==> src/rtl/ts_packet_sender_pkg.sv <==
// Shared constants, register map and state encoding for the TS packet sender.
package ts_packet_sender_pkg;

    localparam int C_S_AXI_DATA_WIDTH = 32;
    localparam int OPT_MEM_ADDR_BITS  = 10;

    localparam logic [10:0] ADDR_CMD       = 11'd0;
    localparam logic [10:0] ADDR_REPEAT    = 11'd1;
    localparam logic [10:0] ADDR_GAP       = 11'd2;
    localparam logic [10:0] ADDR_DIV       = 11'd3;
    localparam logic [10:0] ADDR_STATUS    = 11'd4;
    localparam logic [10:0] ADDR_BUF_FIRST = 11'd128;
    localparam logic [10:0] ADDR_BUF_LAST  = 11'd174;

    localparam logic [31:0] CMD_START      = 32'd1;
    localparam logic [31:0] CMD_STOP       = 32'd2;
    localparam logic [31:0] UNMAPPED_RDATA = 32'hFF00_FF00;

    localparam int PACK_BYTE_SIZE = 188;
    localparam int PACK_WORD_SIZE = 47;
    localparam logic [7:0] PACK_END = 8'(PACK_BYTE_SIZE);

    typedef enum logic [1:0] {
        ST_IDLE = 2'd0,
        ST_SEND = 2'd1,
        ST_GAP  = 2'd2
    } ts_state_t;

    function automatic logic [31:0] apply_wstrb(input logic [31:0] old_val,
                                                 input logic [31:0] new_val,
                                                 input logic [3:0]  strb);
        logic [31:0] merged;
        merged = old_val;
        for (int i = 0; i < 4; i++) begin
            if (strb[i]) merged[8*i +: 8] = new_val[8*i +: 8];
        end
        return merged;
    endfunction

endpackage

==> src/rtl/ts_packet_sender_if.sv <==
// Register-bus bundle between the AXI-lite front end and the TS packet sender.
interface ts_packet_sender_if;
    import ts_packet_sender_pkg::*;

    logic [C_S_AXI_DATA_WIDTH/8-1:0] S_AXI_WSTRB;
    logic [C_S_AXI_DATA_WIDTH-1:0]   S_AXI_WDATA;
    logic                            mem_wren;
    logic                            mem_rden;
    logic [OPT_MEM_ADDR_BITS:0]      mem_address;
    logic [C_S_AXI_DATA_WIDTH-1:0]   axi_rdata;

    modport master (
        output S_AXI_WSTRB, S_AXI_WDATA, mem_wren, mem_rden, mem_address,
        input  axi_rdata
    );

    modport slave (
        input  S_AXI_WSTRB, S_AXI_WDATA, mem_wren, mem_rden, mem_address,
        output axi_rdata
    );

endinterface

==> src/rtl/ts_byte_timer.sv <==
// Byte-slot timer: a slot lasts div+1 clocks, tick marks each slot's first clock.
module ts_byte_timer (
    input  logic       clk,
    input  logic       rst_n,
    input  logic       run,
    input  logic [7:0] div,
    output logic       tick
);

    logic [7:0] count;

    // Held at zero while stopped so the first slot starts on the first running clock.
    always_ff @(posedge clk or negedge rst_n) begin
        if (!rst_n) begin
            count <= 8'd0;
        end else if (!run || count == div) begin
            count <= 8'd0;
        end else begin
            count <= count + 8'd1;
        end
    end

    assign tick = run && (count == 8'd0);

endmodule

==> src/rtl/ts_packet_sender.sv <==
// Transmits a 188-byte TS packet from a register-loaded buffer, with repeat, gap and rate control.
module ts_packet_sender
    import ts_packet_sender_pkg::*;
(
    input  logic              S_AXI_ACLK,
    input  logic              S_AXI_ARESETN,
    ts_packet_sender_if.slave bus,
    output logic [7:0]        ts_out,
    output logic              ts_out_valid,
    output logic              ts_out_sync,
    output logic              busy
);

    ts_state_t   state, state_next;
    logic [31:0] cmd_reg, repeat_reg, cmd_next, rd_word, reg_rdata;
    logic [7:0]  gap_reg, div_reg, byte_idx, idx_next, emit_idx, gap_cnt, gap_next;
    logic [15:0] sent_count, count_inc;
    logic [5:0]  buf_word;
    logic [1:0]  byte_sel;
    logic        stop_pending, tick, emit, pkt_done, reached, tx_active, rd_sel_buf;
    logic        cmd_wr, start_cmd, stop_cmd, in_buf;
    logic [31:0] buffer [PACK_WORD_SIZE];

    assign busy      = (state != ST_IDLE);
    assign in_buf    = (bus.mem_address >= ADDR_BUF_FIRST) && (bus.mem_address <= ADDR_BUF_LAST);
    assign buf_word  = 6'(bus.mem_address - ADDR_BUF_FIRST);
    assign cmd_wr    = bus.mem_wren && (bus.mem_address == ADDR_CMD);
    assign cmd_next  = apply_wstrb(cmd_reg, bus.S_AXI_WDATA, bus.S_AXI_WSTRB);
    assign start_cmd = cmd_wr && (cmd_next == CMD_START);
    assign stop_cmd  = cmd_wr && (cmd_next == CMD_STOP);
    assign count_inc = (sent_count == 16'hFFFF) ? sent_count : sent_count + 16'd1;
    assign reached   = (repeat_reg != 32'd0) && ({16'd0, count_inc} == repeat_reg);

    ts_byte_timer u_timer (
        .clk   (S_AXI_ACLK),
        .rst_n (S_AXI_ARESETN),
        .run   (busy),
        .div   (div_reg),
        .tick  (tick)
    );

    // byte_idx == PACK_END means byte 187's slot is running; the next tick ends the packet.
    always_comb begin
        state_next = state;
        idx_next   = byte_idx;
        gap_next   = gap_cnt;
        emit       = 1'b0;
        emit_idx   = byte_idx;
        pkt_done   = 1'b0;
        case (state)
            ST_IDLE: begin
                if (start_cmd) begin
                    state_next = ST_SEND;
                    idx_next   = 8'd0;
                end
            end
            ST_SEND: begin
                if (tick) begin
                    if (byte_idx == PACK_END) begin
                        pkt_done = 1'b1;
                        if (stop_pending || reached) begin
                            state_next = ST_IDLE;
                        end else if (gap_reg == 8'd0) begin
                            emit     = 1'b1;
                            emit_idx = 8'd0;
                            idx_next = 8'd1;
                        end else begin
                            state_next = ST_GAP;
                            gap_next   = gap_reg - 8'd1;
                            idx_next   = 8'd0;
                        end
                    end else begin
                        emit     = 1'b1;
                        idx_next = byte_idx + 8'd1;
                    end
                end
            end
            ST_GAP: begin
                if (tick) begin
                    if (stop_pending) begin
                        state_next = ST_IDLE;
                    end else if (gap_cnt == 8'd0) begin
                        state_next = ST_SEND;
                        emit       = 1'b1;
                        emit_idx   = 8'd0;
                        idx_next   = 8'd1;
                    end else begin
                        gap_next = gap_cnt - 8'd1;
                    end
                end
            end
            default: state_next = ST_IDLE;
        endcase
    end

    always_ff @(posedge S_AXI_ACLK or negedge S_AXI_ARESETN) begin
        if (!S_AXI_ARESETN) begin
            state        <= ST_IDLE;
            byte_idx     <= 8'd0;
            gap_cnt      <= 8'd0;
            cmd_reg      <= 32'd0;
            repeat_reg   <= 32'd0;
            gap_reg      <= 8'd0;
            div_reg      <= 8'd0;
            sent_count   <= 16'd0;
            stop_pending <= 1'b0;
        end else begin
            state    <= state_next;
            byte_idx <= idx_next;
            gap_cnt  <= gap_next;
            if (cmd_wr) cmd_reg <= cmd_next;
            if (bus.mem_wren && !busy) begin
                if (bus.mem_address == ADDR_REPEAT)
                    repeat_reg <= apply_wstrb(repeat_reg, bus.S_AXI_WDATA, bus.S_AXI_WSTRB);
                if (bus.mem_address == ADDR_GAP && bus.S_AXI_WSTRB[0])
                    gap_reg <= bus.S_AXI_WDATA[7:0];
                if (bus.mem_address == ADDR_DIV && bus.S_AXI_WSTRB[0])
                    div_reg <= bus.S_AXI_WDATA[7:0];
            end
            if (start_cmd && !busy) begin
                sent_count   <= 16'd0;
                stop_pending <= 1'b0;
            end else begin
                if (pkt_done) sent_count <= count_inc;
                if (busy && state_next == ST_IDLE) stop_pending <= 1'b0;
                else if (stop_cmd && busy)         stop_pending <= 1'b1;
            end
        end
    end

    // Single read port: the transmitter owns it while busy, the register bus while idle.
    always_ff @(posedge S_AXI_ACLK) begin
        if (bus.mem_wren && in_buf && !busy) begin
            for (int i = 0; i < 4; i++) begin
                if (bus.S_AXI_WSTRB[i]) buffer[buf_word][8*i +: 8] <= bus.S_AXI_WDATA[8*i +: 8];
            end
        end
        if (emit) begin
            rd_word <= buffer[emit_idx[7:2]];
        end else if (bus.mem_rden && in_buf && !busy) begin
            rd_word <= buffer[buf_word];
        end
    end

    always_ff @(posedge S_AXI_ACLK or negedge S_AXI_ARESETN) begin
        if (!S_AXI_ARESETN) begin
            ts_out_valid <= 1'b0;
            ts_out_sync  <= 1'b0;
            tx_active    <= 1'b0;
            byte_sel     <= 2'd0;
        end else begin
            ts_out_valid <= emit;
            if (tick || !busy) begin
                tx_active   <= emit;
                ts_out_sync <= emit && (emit_idx == 8'd0);
                byte_sel    <= emit_idx[1:0];
            end
        end
    end

    always_comb begin
        ts_out = 8'h00;
        if (tx_active) ts_out = rd_word[8*byte_sel +: 8];
    end

    always_ff @(posedge S_AXI_ACLK or negedge S_AXI_ARESETN) begin
        if (!S_AXI_ARESETN) begin
            reg_rdata  <= 32'd0;
            rd_sel_buf <= 1'b0;
        end else if (bus.mem_rden) begin
            rd_sel_buf <= in_buf;
            case (bus.mem_address)
                ADDR_CMD:    reg_rdata <= cmd_reg;
                ADDR_REPEAT: reg_rdata <= repeat_reg;
                ADDR_GAP:    reg_rdata <= {24'd0, gap_reg};
                ADDR_DIV:    reg_rdata <= {24'd0, div_reg};
                ADDR_STATUS: reg_rdata <= {sent_count, 14'd0, stop_pending, busy};
                default:     reg_rdata <= UNMAPPED_RDATA;
            endcase
        end
    end

    assign bus.axi_rdata = rd_sel_buf ? rd_word : reg_rdata;

endmodule

==> src/flat_wrapper.sv <==
// flat-port wrapper written by rule: the top's interface ports become plain ports
module ts_packet_sender_flat import ts_packet_sender_pkg::*;
  (S_AXI_ACLK, S_AXI_ARESETN, ts_out, ts_out_valid, ts_out_sync, busy, bus_S_AXI_WSTRB, bus_S_AXI_WDATA, bus_mem_wren, bus_mem_rden, bus_mem_address, bus_axi_rdata);
  ts_packet_sender_if bus_i ();
  input  logic S_AXI_ACLK;
  input  logic S_AXI_ARESETN;
  output logic [7:0] ts_out;
  output logic ts_out_valid;
  output logic ts_out_sync;
  output logic busy;
  input wire logic [$bits(bus_i.S_AXI_WSTRB)-1:0] bus_S_AXI_WSTRB;
  input wire logic [$bits(bus_i.S_AXI_WDATA)-1:0] bus_S_AXI_WDATA;
  input wire logic [$bits(bus_i.mem_wren)-1:0] bus_mem_wren;
  input wire logic [$bits(bus_i.mem_rden)-1:0] bus_mem_rden;
  input wire logic [$bits(bus_i.mem_address)-1:0] bus_mem_address;
  output wire logic [$bits(bus_i.axi_rdata)-1:0] bus_axi_rdata;
  assign bus_i.S_AXI_WSTRB = bus_S_AXI_WSTRB;
  assign bus_i.S_AXI_WDATA = bus_S_AXI_WDATA;
  assign bus_i.mem_wren = bus_mem_wren;
  assign bus_i.mem_rden = bus_mem_rden;
  assign bus_i.mem_address = bus_mem_address;
  assign bus_axi_rdata = bus_i.axi_rdata;
  ts_packet_sender u_core (.S_AXI_ACLK(S_AXI_ACLK), .S_AXI_ARESETN(S_AXI_ARESETN), .bus(bus_i), .ts_out(ts_out), .ts_out_valid(ts_out_valid), .ts_out_sync(ts_out_sync), .busy(busy));
endmodule
==> config.mk <==
export PLATFORM = sky130hd
export DESIGN_NAME = ts_packet_sender_flat
export DESIGN_NICKNAME = d
export VERILOG_FILES = /design/src/rtl/ts_packet_sender_pkg.sv /design/src/rtl/ts_packet_sender_if.sv /design/src/rtl/ts_byte_timer.sv /design/src/rtl/ts_packet_sender.sv /design/src/flat_wrapper.sv
export SDC_FILE = /design/constraint.sdc
export NUM_CORES = 2
export LEC_CHECK = 0
export BUFFER_PORTS_ARGS = -buffer_cell sky130_fd_sc_hd__buf_2
export CAP_MARGIN = 25
export CELL_PAD_IN_SITES_DETAIL_PLACEMENT = 2
export CELL_PAD_IN_SITES_GLOBAL_PLACEMENT = 2
export CORE_ASPECT_RATIO = 1.5
export CORE_MARGIN = 8
export CORE_UTILIZATION = 40
export CTS_CLUSTER_SIZE = 10
export DETAILED_ROUTE_END_ITERATION = 10
export GPL_ROUTABILITY_DRIVEN = 0
export PLACE_DENSITY_LB_ADDON = 0.1
export SLEW_MARGIN = 15
export SYNTH_ARGS = -nofsm -noshare
export SYNTH_HDL_FRONTEND = slang
export SYNTH_SLANG_ARGS = --single-unit
==> constraint.sdc <==
create_clock -name S_AXI_ACLK -period 8.2 [get_ports S_AXI_ACLK]
set_input_delay 1.23 -clock S_AXI_ACLK [delete_from_list [all_inputs] [get_ports S_AXI_ACLK]]
set_output_delay 1.23 -clock S_AXI_ACLK [all_outputs]
set_load 0.01 [all_outputs]
==> flow_summary.toml <==
[critical_path]
cp-start-kind = "register"
rr_endpoint = "u_core.rd_word[3]$_DFFE_PP_"
cp-end-kind = "register"
critical_path_arrival_ns = 7.08
cp_top_family = "simple AND/OR/NAND/NOR gates"
crit_chain = "ha_1 > nand3_1 > nor4_1 > mux2_2 > a2111oi_2 > nand4_1 > o31a_4 > nor3_4 > buf_4 > buf_12 > mux2i_1 > o22ai_1 > or4_1 > a31o_1"
r2r_start = "u_core.sent_count[0]$_DFFE_PN0P_"
reg2reg_depth = 14
r2r_slack_ns = 1.73
crit_type = "reg -> reg"
cp_max_fo = 88
crit_required_ns = 8.80
crit_path_start = "u_core.sent_count[0]$_DFFE_PN0P_"
cp_num_buf_inv = 2
slowest_stage = "or4_1"
critPathMaxStageDelay_ns = 0.68

[power_and_ir_drop]
power_mw = 18.17
p_leak_nw = 28.17
p_per_area_mw_per_mm2 = 199.1
peakVddDrop_uv = 173.6

[route]
wl_per_cell_um = 40.28
drt_iter0_drc = 5117
via_count = 53340
via_per_inst = 6.568
firstDrtPassIters = 5
drt_wl_total_um = 327100
ant_nets = 0
drcViolationCount = 0

[logic_synthesis]
synth_area_leaders = "edfxtp_1 57%, mux4_2 13%, mux2i_1 8.4%"
syn_nets = 5305
synth_simple_gate_area_share_pct = 5.151
synth_fa_ha_area_share_pct = 0.1537
synth_compound_area_share_pct = 7.513
syn_inst = 5244
yosysMostFrequentCell = "edfxtp_1"
ys_types = 76
netlist_top_cells_count = "1,536 x edfxtp_1, 680 x mux2i_1, 456 x mux4_2"
post_synth.cell_area_avg_um2 = 15.53
yosys_warnings = 0
synth_seq_cells = 1697
synth_top_family_by_area = "multiplexers"
synth-edff-count = 1536
synth_xor_area_share_pct = 0.4733
async_flop_share_pct = 9.487
synth.area.mux_share_pct = 22.79
synth_largest_area_cell = "edfxtp_1"
synth_seq_area_share_pct = 61.60
synth_top_area_share_pct = 56.65
synth-main-ff-cell = "edfxtp_1"
syn-cell-area_mm2 = 0.08142

[sta]
min_period_ns = 6.475
worst_pin_slew_ns = 1.243
fin_setup_tns_ns = 0
slew_viol_final = 0
rsz0062_at_grt = "no"
post-route-period-util_pct = 78.96
slew_headroom_pct = 16.91
max_freq_mhz = 154.4
hold_viol = 0
setup_viol_count_final = 0
fin_ws_ns = 1.725
clock_skew_ns = 0.06620

[placed_design]
dpl_cell_area_mm2 = 0.08584
hpwl_um = 216200
place_ws_ns = 1.783
port_buffers = 93

[clock_tree]
ctsHoldBuffers = 0
htree_levels = 4
clock_latency_ns = 0.89
clk_pin_slew_worst_paths_ns = 0.06
cts_buffers = 198
root_buffer = "clkbuf_16"
cts-resized-gates = 0
cts_tree = "yes"
post_cts_buffers = 0
cts.sinks = 1697
cts_buffer_depth = 4

[floorplan]
core-area_mm2 = 0.2032
start_util_pct = 40.07
ioPinCount = 94
die_w_um = 384.4
die_h_um = 568.5
dieArea_mm2 = 0.2185
rows = 203

[global_route]
use_met1_pct = 35.49
gr-usage-met3_pct = 4.405
overflow = 0
grt_max_degree = 106
grt_pass1_vias = 57280
top_usage_layer = "met2"
grt_pass1_wl_um = 455600
use_met2_pct = 51.03
antenna_found_initial = 23
grt_use_total_pct = 29.31

[cells_and_area]
nets = 5445
largest_reg_flops = 1504
fin_area_mm2 = 0.09129
largest-register = "u_core.buffer"
drive_gt1_share_pct = 22.24
syn2layout_area_growth_pct = 12.12

[hold_path]
worstHoldPathType = "in -> async"

[run_status]
status = "complete, no violations"

[flow_run]
cap_violations = 0
-- cell type report --
class                      instances  area [µm²]
tap                             2665        3334
multi-input combinational       3082       29560
clock buffer                     248        5164
antenna                           11       27.53
timing repair buffer             368        2791
inverter                          37       138.9
clock inverter                    13       110.1
sequential                      1697       50160
fill                           19240      111900
-- layer usage --
metal	share of wire, %	vias up
met5	0.013	-
met2	51	2043
met1	38	28990
met4	5.7	6
li1	-	21640
met3	5.7	671
-- kinds of logic (layout without fill, tap and decap cells) --
| group | after synthesis | count (layout) |
|---|---|---|
| AO/OA/AOI/OAI | 883 | 883 |
| XOR/XNOR | 44 | 44 |
| adder cells (fa/ha/maj) | 10 | 10 |
| buffers and inverters | 465 | 666 |
| flip-flops | 1697 | 1697 |
| multiplexers | 1267 | 1267 |
| other | 0 | 11 |
| AND/OR/NAND/NOR | 878 | 878 |
-- where the power goes --
| part | switching [mW] | internal (mW) | leakage [nW] |
|---|---|---|---|
| logic | 0.561 | 0.314 | 9.73 |
| registers | 0.00726 | 9.44 | 15.9 |
| clock network | 3.47 | 4.38 | 2.56 |
| total | 4.04 | 14.1 | 28.2 |
-- through the flow --
stage | utilization (%) | cells | hold WS, ns
3_3_place_gp | 42.17 | 7816 | 0.4858
6_report | 44.92 | 8121 | 0.2953
4_1_cts | 44.84 | 8097 | 0.2964
2_1_floorplan | - | 5244 | 0.4622
5_1_grt | 44.91 | 8111 | 0.3071
3_5_place_dp | 42.25 | 7836 | 0.5021
-- worst max path at each step --
stage	slack, ns	to	cells after the start
6_report	1.73	u_core.rd_word[3]$_DFFE_PP_	14
3_5_place_dp	1.78	u_core.rd_word[3]$_DFFE_PP_	14
2_1_floorplan	3.63	u_core.rd_word[11]$_DFFE_PP_	14
5_1_grt	1.54	u_core.rd_word[3]$_DFFE_PP_	14
3_3_place_gp	1.91	u_core.rd_word[14]$_DFFE_PP_	15
4_1_cts	1.77	u_core.rd_word[3]$_DFFE_PP_	14
-- cell usage in the layout (no fill, tap or decap), types with 52 or more instances in the layout --
master and instances:
a21oi_1 84, buf_2 87, buf_4 255, clkbuf_16 199, dfrtp_1 159, edfxtp_1 1536
mux2_2 131, mux2i_1 680, mux4_2 456, nand2_1 266, nand4_1 52, nor2_1 284
nor4_1 57, o21ai_0 140, o221ai_1 64, o22ai_1 212, o31ai_1 69, or4_1 69
(Power assumes the default switching activity.)
